<file path="src/rtl/sa_skew_feeder_if.sv">
// Buffer-write, control and lane-bus signals between the skew feeder and its
// host / PE row. The host drives writes and start; the feeder drives the rest.
interface sa_skew_feeder_if #(
  parameter int N = 3,
  parameter int K = 9
);
  localparam int LW = (N > 1) ? $clog2(N) : 1;
  localparam int AW = (K > 1) ? $clog2(K) : 1;

  logic          wr_en;
  logic          wr_sel;
  logic [LW-1:0] wr_lane;
  logic [AW-1:0] wr_addr;
  logic [7:0]    wr_data;
  logic          start;
  logic          busy;
  logic          done;
  logic          clear;
  logic [8*N-1:0] din_bus;
  logic [8*N-1:0] win_bus;

  modport master (
    output wr_en, wr_sel, wr_lane, wr_addr, wr_data, start,
    input  busy, done, clear, din_bus, win_bus
  );

  modport slave (
    input  wr_en, wr_sel, wr_lane, wr_addr, wr_data, start,
    output busy, done, clear, din_bus, win_bus
  );
endinterface

</file>
<file path="src/rtl/sa_skew_feeder.sv">
// Operand sequencer for a row of N systolic PEs. Buffers one data and one
// weight vector of length K per lane and streams them with a one-cycle-per-lane
// diagonal skew, framed by a clear pulse before and a done pulse after.
// Every output is a register loaded from the next-state decode, so nothing
// combinational reaches the PE row from the inputs.
module sa_skew_feeder #(
  parameter int N = 3,
  parameter int K = 9
) (
  input logic            clk,
  input logic            rst,
  sa_skew_feeder_if.slave bus
);
  localparam int LW = (N > 1) ? $clog2(N) : 1;
  localparam int AW = (K > 1) ? $clog2(K) : 1;
  localparam int CW = $clog2(K + N);

  localparam logic [1:0] ST_IDLE   = 2'd0;
  localparam logic [1:0] ST_CLEAR  = 2'd1;
  localparam logic [1:0] ST_STREAM = 2'd2;
  localparam logic [1:0] ST_DRAIN  = 2'd3;

  // Last skew step: lane N-1 presents element K-1 when cnt reaches this.
  localparam logic [CW-1:0] CNT_LAST = CW'(K + N - 2);

  logic [7:0]     dmem_r [N][K];
  logic [7:0]     wmem_r [N][K];

  logic [1:0]     state_r;
  logic [1:0]     state_nxt_s;
  logic [CW-1:0]  cnt_r;
  logic [CW-1:0]  cnt_nxt_s;

  logic           busy_r;
  logic           done_r;
  logic           clear_r;
  logic [8*N-1:0] din_r;
  logic [8*N-1:0] win_r;
  logic [8*N-1:0] din_nxt_s;
  logic [8*N-1:0] win_nxt_s;

  logic           wr_ok_s;

  // A buffer write lands only while idle and only for an in-range lane/element.
  always_comb begin
    wr_ok_s = 1'b0;
    if (bus.wr_en && (state_r == ST_IDLE) &&
        (32'(bus.wr_lane) < 32'(N)) && (32'(bus.wr_addr) < 32'(K))) begin
      wr_ok_s = 1'b1;
    end else begin
      wr_ok_s = 1'b0;
    end
  end

  // Operand buffers; deliberately not reset, contents are whatever was written.
  always_ff @(posedge clk) begin
    if (wr_ok_s) begin
      if (bus.wr_sel) begin
        wmem_r[bus.wr_lane][bus.wr_addr] <= bus.wr_data;
      end else begin
        dmem_r[bus.wr_lane][bus.wr_addr] <= bus.wr_data;
      end
    end
  end

  // Pass sequencing: IDLE -> CLEAR -> STREAM (cnt 0..K+N-2) -> DRAIN -> IDLE.
  always_comb begin
    state_nxt_s = state_r;
    cnt_nxt_s   = cnt_r;
    case (state_r)
      ST_IDLE: begin
        if (bus.start) begin
          state_nxt_s = ST_CLEAR;
        end else begin
          state_nxt_s = ST_IDLE;
        end
        cnt_nxt_s = '0;
      end
      ST_CLEAR: begin
        state_nxt_s = ST_STREAM;
        cnt_nxt_s   = '0;
      end
      ST_STREAM: begin
        if (cnt_r == CNT_LAST) begin
          state_nxt_s = ST_DRAIN;
          cnt_nxt_s   = '0;
        end else begin
          state_nxt_s = ST_STREAM;
          cnt_nxt_s   = cnt_r + CW'(1);
        end
      end
      ST_DRAIN: begin
        state_nxt_s = ST_IDLE;
        cnt_nxt_s   = '0;
      end
      default: begin
        state_nxt_s = ST_IDLE;
        cnt_nxt_s   = '0;
      end
    endcase
  end

  // Lane buses for the coming cycle: lane i shows element cnt-i while in range.
  always_comb begin
    din_nxt_s = '0;
    win_nxt_s = '0;
    if (state_nxt_s == ST_STREAM) begin
      for (int i = 0; i < N; i++) begin
        if ((32'(cnt_nxt_s) >= 32'(i)) &&
            ((32'(cnt_nxt_s) - 32'(i)) < 32'(K))) begin
          din_nxt_s[8*i +: 8] = dmem_r[i][AW'(32'(cnt_nxt_s) - 32'(i))];
          win_nxt_s[8*i +: 8] = wmem_r[i][AW'(32'(cnt_nxt_s) - 32'(i))];
        end else begin
          din_nxt_s[8*i +: 8] = 8'd0;
          win_nxt_s[8*i +: 8] = 8'd0;
        end
      end
    end else begin
      din_nxt_s = '0;
      win_nxt_s = '0;
    end
  end

  // State, counter and registered outputs; reset abandons any pass silently.
  always_ff @(posedge clk or negedge rst) begin
    if (!rst) begin
      state_r <= ST_IDLE;
      cnt_r   <= '0;
      busy_r  <= 1'b0;
      done_r  <= 1'b0;
      clear_r <= 1'b0;
      din_r   <= '0;
      win_r   <= '0;
    end else begin
      state_r <= state_nxt_s;
      cnt_r   <= cnt_nxt_s;
      busy_r  <= (state_nxt_s != ST_IDLE);
      done_r  <= (state_nxt_s == ST_DRAIN);
      clear_r <= (state_nxt_s == ST_CLEAR);
      din_r   <= din_nxt_s;
      win_r   <= win_nxt_s;
    end
  end

  assign bus.busy    = busy_r;
  assign bus.done    = done_r;
  assign bus.clear   = clear_r;
  assign bus.din_bus = din_r;
  assign bus.win_bus = win_r;

endmodule

</file>
<file path="src/flat_wrapper.sv">
// flat-port wrapper written by rule: the top's interface ports become plain ports
module sa_skew_feeder_flat 
#(
  parameter int N = 3,
  parameter int K = 9
)
  (clk, rst, bus_wr_en, bus_wr_sel, bus_wr_lane, bus_wr_addr, bus_wr_data, bus_start, bus_busy, bus_done, bus_clear, bus_din_bus, bus_win_bus);
  sa_skew_feeder_if #(.N(N), .K(K)) bus_i ();
  input logic clk;
  input logic rst;
  input wire logic [$bits(bus_i.wr_en)-1:0] bus_wr_en;
  input wire logic [$bits(bus_i.wr_sel)-1:0] bus_wr_sel;
  input wire logic [$bits(bus_i.wr_lane)-1:0] bus_wr_lane;
  input wire logic [$bits(bus_i.wr_addr)-1:0] bus_wr_addr;
  input wire logic [$bits(bus_i.wr_data)-1:0] bus_wr_data;
  input wire logic [$bits(bus_i.start)-1:0] bus_start;
  output wire logic [$bits(bus_i.busy)-1:0] bus_busy;
  output wire logic [$bits(bus_i.done)-1:0] bus_done;
  output wire logic [$bits(bus_i.clear)-1:0] bus_clear;
  output wire logic [$bits(bus_i.din_bus)-1:0] bus_din_bus;
  output wire logic [$bits(bus_i.win_bus)-1:0] bus_win_bus;
  assign bus_i.wr_en = bus_wr_en;
  assign bus_i.wr_sel = bus_wr_sel;
  assign bus_i.wr_lane = bus_wr_lane;
  assign bus_i.wr_addr = bus_wr_addr;
  assign bus_i.wr_data = bus_wr_data;
  assign bus_i.start = bus_start;
  assign bus_busy = bus_i.busy;
  assign bus_done = bus_i.done;
  assign bus_clear = bus_i.clear;
  assign bus_din_bus = bus_i.din_bus;
  assign bus_win_bus = bus_i.win_bus;
  sa_skew_feeder #(.N(N), .K(K)) u_core (.clk(clk), .rst(rst), .bus(bus_i));
endmodule
</file>
<file path="config.mk">
export PLATFORM = sky130hd
export DESIGN_NAME = sa_skew_feeder_flat
export DESIGN_NICKNAME = d
export VERILOG_FILES = /design/src/rtl/sa_skew_feeder_if.sv /design/src/rtl/sa_skew_feeder.sv /design/src/flat_wrapper.sv
export SDC_FILE = /design/constraint.sdc
export NUM_CORES = 1
export LEC_CHECK = 0
export BUFFER_PORTS_ARGS = -buffer_cell sky130_fd_sc_hd__clkbuf_2
export CELL_PAD_IN_SITES_DETAIL_PLACEMENT = 0
export CELL_PAD_IN_SITES_GLOBAL_PLACEMENT = 1
export CORE_ASPECT_RATIO = 1.1
export CORE_MARGIN = 2
export CORE_UTILIZATION = 45
export DETAILED_ROUTE_END_ITERATION = 12
export PLACE_DENSITY_LB_ADDON = 0.1
export SYNTH_ARGS = -nofsm -noshare
export SYNTH_HDL_FRONTEND = slang
export SYNTH_SLANG_ARGS = --single-unit
</file>
<file path="constraint.sdc">
create_clock -name clk -period 6 [get_ports clk]
set_clock_uncertainty 0.1 [all_clocks]
set_input_delay 0.6 -clock clk [delete_from_list [all_inputs] [get_ports clk]]
set_output_delay 0.6 -clock clk [all_outputs]
set_load 0.01 [all_outputs]
</file>
# Word level (Yosys, flattened, before mapping)
# Memory sizes are Yosys's and may differ from the RTL's.
# Cells that the tools add are included.
# word_totals
regBits	57
mem_bits_rw	432
input_bits	19
out_inout_bits	51
elab_cells	84
n_memories	2
# mem_list
name	depth	word_bits	read_ports	rd_clocked_by_memory_dff	write_ports	line	rtl
u_core.dmem_r	3	72	3	0	1	sa_skew_feeder.sv:26	logic [7:0] dmem_r [N][K];
u_core.wmem_r	3	72	3	0	1	sa_skew_feeder.sv:27	logic [7:0] wmem_r [N][K];
# op_classes
n_addsub	3
magnitude_cmp	12
n_eq_ne	7
muxes	40
n_bitwise	4
reduce_logical	9
# ops
operator	n
8-bit binary-select mux with 4-bit select	6
8-bit 2-to-1 mux	19
72-bit 2-to-1 mux	2
32-bit by 4-bit less-than comparator with 1-bit output, second input constant	2
24-bit 2-to-1 mux	2
8-bit demux with 4-bit select	1
5-bit >= comparator, second input constant	4
4-bit NOT with 5-bit output	4
2-bit equality test, second input constant	4
4-bit less-than comparator, second input constant	2
2-bit one-hot mux with 4 select lines	1
4-bit one-hot mux with 2 select lines	1
1-bit 2-to-1 mux	7
1-bit logical AND	6
5-bit by 1-bit less-than comparator with 1-bit output, second input constant	1
4-bit by 1-bit subtractor with 5-bit output, second input constant	1
4-bit by 2-bit subtractor with 5-bit output, second input constant	1
4-bit by 1-bit adder with 4-bit output, second input constant	1
2-bit by 1-bit equality test with 1-bit output, second input constant	2
4-bit equality test, second input constant	1
4-bit by 1-bit >= comparator with 1-bit output, second input constant	1
4-bit by 2-bit >= comparator with 1-bit output, second input constant	1
4-bit 2-to-1 mux	1
3-bit OR reduction	1
other kinds (3)	3

# Longest topological paths before layout
# logic_depth
ltp_word	10
ltp_mapped	17
depth_no_buf	13

# Least setup slack after synthesis
# OpenSTA, ideal clock, no wires.
# synth_path
path_type	register to register
from	reg u_core.cnt_r[1]
to	reg u_core.din_r[19] (netlist: u_core.bus.din_bus[19])
setup_time_ns	0.064
arrival_ns	3.511
required_ns	5.836
path_slack_ns	2.325
stages_incl_launch_ff	17
n_path_buf	4
synth_period_minus_slack_ns	3.675
cell_sequence	dfrtp_1 buf_2 and2b_1 nand2_1 a21oi_2 inv_2 buf_2 buf_1 ha_1 ha_1 a21o_1 o211ai_1 or4_4 nor3b_2 buf_2 a22o_1 a21o_1
# synth_between
elab_chain_cells	10
elab_cells_between_ends	17
cone_classes	add/sub: 2; order compare: 2; eq/ne: 2; mux: 9; bitwise: 1; reduce/logical: 1
# synth_lines
item	line	rtl
start, declared	sa_skew_feeder.sv:31	logic [CW-1:0] cnt_r;
start signal, assigned	sa_skew_feeder.sv:136	cnt_r <= cnt_nxt_s;
branches (longest 9 deep; another with 32-bit by 4-bit less-than comparator with 1-bit output)	--	
24-bit 2-to-1 mux *	sa_skew_feeder.sv:107	if (state_nxt_s == ST_STREAM) begin
named net u_core.din_nxt_s[19]	sa_skew_feeder.sv:39	logic [8*N-1:0] din_nxt_s;
end signal, assigned	sa_skew_feeder.sv:140	din_r <= din_nxt_s;
end, declared	sa_skew_feeder.sv:37	logic [8*N-1:0] din_r;
# Mark *: on every way through the listed nets, which the timed path passes. The select of a mux whose other input is x is not followed.

# Worst setup path after layout
# layout_path
from	reg u_core.state_r[0]
to	reg u_core.din_r[20] (netlist: u_core.bus.din_bus[20])
# layout_between
elab_chain_cells	10
elab_cells_between_ends	18
cone_classes	add/sub: 1; order compare: 2; eq/ne: 4; mux: 7; bitwise: 1; reduce/logical: 3
# layout_lines
item	line	rtl
start, declared	sa_skew_feeder.sv:29	logic [1:0] state_r;
start signal, assigned	sa_skew_feeder.sv:135	state_r <= state_nxt_s;
branches (longest 9 deep; another with 32-bit by 4-bit less-than comparator with 1-bit output)	--	
24-bit 2-to-1 mux *	sa_skew_feeder.sv:107	
named net u_core.din_nxt_s[20]	sa_skew_feeder.sv:39	
# Marks and branches as above.

==> qor.csv <==
metric,value,unit
outcome,"finished, final reports clean",
first-pass GRT wire length,66900,um
WS Path Type,flip-flop to flip-flop,
internal power,6.43,mW
pwr/cell area,435,nW/um^2
drt first pass iters,5,
Synth async-reset ratio,0.117,
number of flops mapped to enable cells by yosys,432,
Hold Crit Class,input port to asynchronous set/reset pin,
most frequent cells in the layout,"432 x edfxtp_1, 110 x nand2_1, 68 x clkbuf_2",
post-placement cell count,1707,
hpwl dp,26300,um
Setup TNS,0,ns
Port Buffers,69,
clock tree buffer depth,3,
"antenna viol nets, final",0,
WL final,45400,um
setup bufs post-CTS,0,
Worst setup EP type,flip-flop,
GP Congestion,0.752,
drt initial violations,946,
Core ar.,42000,um^2
routed vias,10006,
ratio of cells with drive above 1 in the final layout,0.181,
RSZ-0062 raised after global routing,no,
ratio of final minimum period to clock period,0.750,
GRT Resource Usage Total,0.210,
Switching Fraction,0.312,
switching power,2.91,mW
Synth Flop Type,edfxtp_1,
mean post-synth cell area,17.1,um^2
maxcap violations,0,
die width,200,um
clk_lat worst skew,0.59,ns
CTS tree,done,
clock share of power,0.307,
Lkg Pwr,7.45,nW
vias in the first global route,10023,
Startpoint Class,flip-flop,
Die ar.,44000,um^2
total congestion overflow,0,
min cycle time layout,4.50,ns
final setup violation count,0,
pin count of the biggest net entering global routing,73,
clk root buf,clkbuf_16,
Fin. Hold Viols,0,
Cell Rows,79,
IO Count,70,
Fmax,0.222,GHz
Initial Utilization,0.453,
max-slew violations,0,
final cell count without fillers,1796,
Comb power frac,0.282,
CP Data Required Time,6.41,ns
#FFs+latches synth,489,
post-synthesis cell type count,64,
CTS H-tree depth,2,
Post-CTS Resized,0,
die height,220,um
fill cell count,3473,
post-synthesis cell count,1114,
Num CTS Buffers,49,
Sequential Power Share,0.412,
drt wl/cell,25.3,um
VDD IR max,0.256,mV
Synthesis Warnings,0,
Slew HR,0.252,
mapped cell area,19000,um^2
clk sink count,489,
initial antenna violation count,0,
"most common cell after layout, fill and taps aside",edfxtp_1,
syn_nets,1143,
detailed-route vias per instance,5.57,
Critical Path AT,4.92,ns
slew of the pin with the lowest slew margin,1.12,ns
layout overhead on the synthesized area,12.7,%
Worst-path clk slew,0.06,ns
DRC Markers,0,
Critical Path Fanout Max,51,
number of antenna diodes,0,
Final #Nets,1220,
post-cts hold buffer count,0,
sequential share of the synthesized area,0.756,
layer usage:
| metal | global-route usage | vias up | part of all wire |
|---|---|---|---|
| met1 | 0.295 | 5170 | 0.45 |
| met3 | 0.0319 | 65 | 0.047 |
| met5 | 0 | - | 0 |
| met2 | 0.341 | 242 | 0.48 |
| met4 | 0.0634 | 0 | 0.021 |
| li1 | - | 4529 | - |
cells by family (layout without fill, tap and decap cells):
kind of cell,after synthesis,count (layout),share of synthesized area
xor gates and xnor gates,5,5,0.00328
DFF,489,489,0.756
adders and majority gates,10,10,0.00657
buffers and inverters,72,187,0.0169
AOI/OAI and AO/OA,199,199,0.0791
muxes,78,78,0.0734
and+or+nand+nor,261,261,0.0649
power by group through the flow:
| stage | Combinational (mW) | Clock (mW) | Sequential, mW |
|---|---|---|---|
| detailed placement | 2.67 | 0 | 3.91 |
| CTS | 2.67 | 2.92 | 3.84 |
| finish | 2.63 | 2.86 | 3.84 |
| floorplan | 1.83 | 0 | 3.92 |
| global route | 2.86 | 3.06 | 3.85 |
| global placement | 2.66 | 0 | 3.92 |
critical path, stage by stage (launching register included):
cell and delay, ns:
dfrtp_1 0.36, inv_1 0.07, ha_1 0.69, inv_1 0.24, a21oi_4 0.19, buf_4 0.60
ha_1 0.27, a21o_1 0.12, o211ai_1 0.08, or4_4 0.50, nor3b_2 0.84, a22o_1 0.27
a21o_1 0.09
registers in the layout, summed over array words and instances, names as in the netlist:
signal              cells
u_core.state_r          2
u_core.cnt_r            4
u_core.bus.done         1
u_core.bus.win_bus     24
u_core.wmem_r         216
u_core.bus.din_bus     24
u_core.bus.busy         1
u_core.dmem_r         216
u_core.bus.clear        1
cell type report:
type	count	area, um^2	area share
multi-input cells	553	4340	0.202
clock buffers	71	1370	0.0639
inverters	11	43.8	0.00204
well taps	567	709	0.0331
repair buffers	87	495	0.0231
flip-flops and latches	489	14400	0.671
clock inverters	18	108	0.00501
cells in the mapped netlist, types with 3 or more instances:
library cell,n,area [um^2]
a31o_2,8,70.1
clkbuf_1,30,113
a22o_1,14,123
buf_4,3,22.5
o2bb2ai_1,16,140
a31o_1,13,114
buf_1,5,18.8
inv_2,4,15.0
o21ai_0,8,40.0
mux2i_1,26,260
nor2b_1,9,56.3
a21oi_1,22,110
buf_2,21,105
a21boi_1,3,22.5
nor3_1,3,15.0
mux2_1,3,33.8
dfrtp_1,57,1430
nor4b_1,3,26.3
nor2_1,62,233
a211oi_1,47,353
edfxtp_1,432,13000
and2_1,3,18.8
nand2b_1,9,56.3
a31oi_1,24,150
ha_1,10,125
a221o_1,6,60.1
o21ai_1,3,15.0
o211ai_1,4,30.0
nand2_1,110,413
a21o_1,18,135
and3_1,36,225
inv_1,7,26.3
mux4_2,49,1100
nand3_1,8,40.0
metrics by stage:
stage / util / hold WS (ns) / cell area (um^2) / power, mW / setup slack, ns
after floorplan: - / 0.204 / 19000 / 5.75 / 2.33
after global placement: 0.476 / 0.338 / 20000 / 6.58 / 1.56
after detailed placement: 0.476 / 0.340 / 20000 / 6.58 / 1.49
after CTS: 0.511 / 0.0735 / 21500 / 9.44 / 1.47
after global routing: 0.511 / 0.104 / 21500 / 9.76 / 1.18
final: 0.511 / 0.0606 / 21500 / 9.34 / 1.50
worst paths after layout:
check / cells past startpoint / startpoint / endpoint / slack, ns
worst max-delay path: 12 / u_core.state_r[0]$_DFF_PN0_ / u_core.bus.din_bus[20]$_DFF_PN0_ / 1.50
worst min-delay path: 1 / rst / u_core.bus.win_bus[14]$_DFF_PN0_ / 0.06
worst max register to register: 12 / u_core.state_r[0]$_DFF_PN0_ / u_core.bus.din_bus[20]$_DFF_PN0_ / 1.50
worst min register to register: 1 / u_core.wmem_r[1][6]$_DFFE_PP_ / u_core.bus.win_bus[14]$_DFF_PN0_ / 0.35
max in group asynchronous: 1 / rst / u_core.bus.win_bus[20]$_DFF_PN0_ / 5.11
min in group clk: 3 / bus_start / u_core.state_r[0]$_DFF_PN0_ / 0.23
Note: power is estimated with default switching activity, not from simulation.
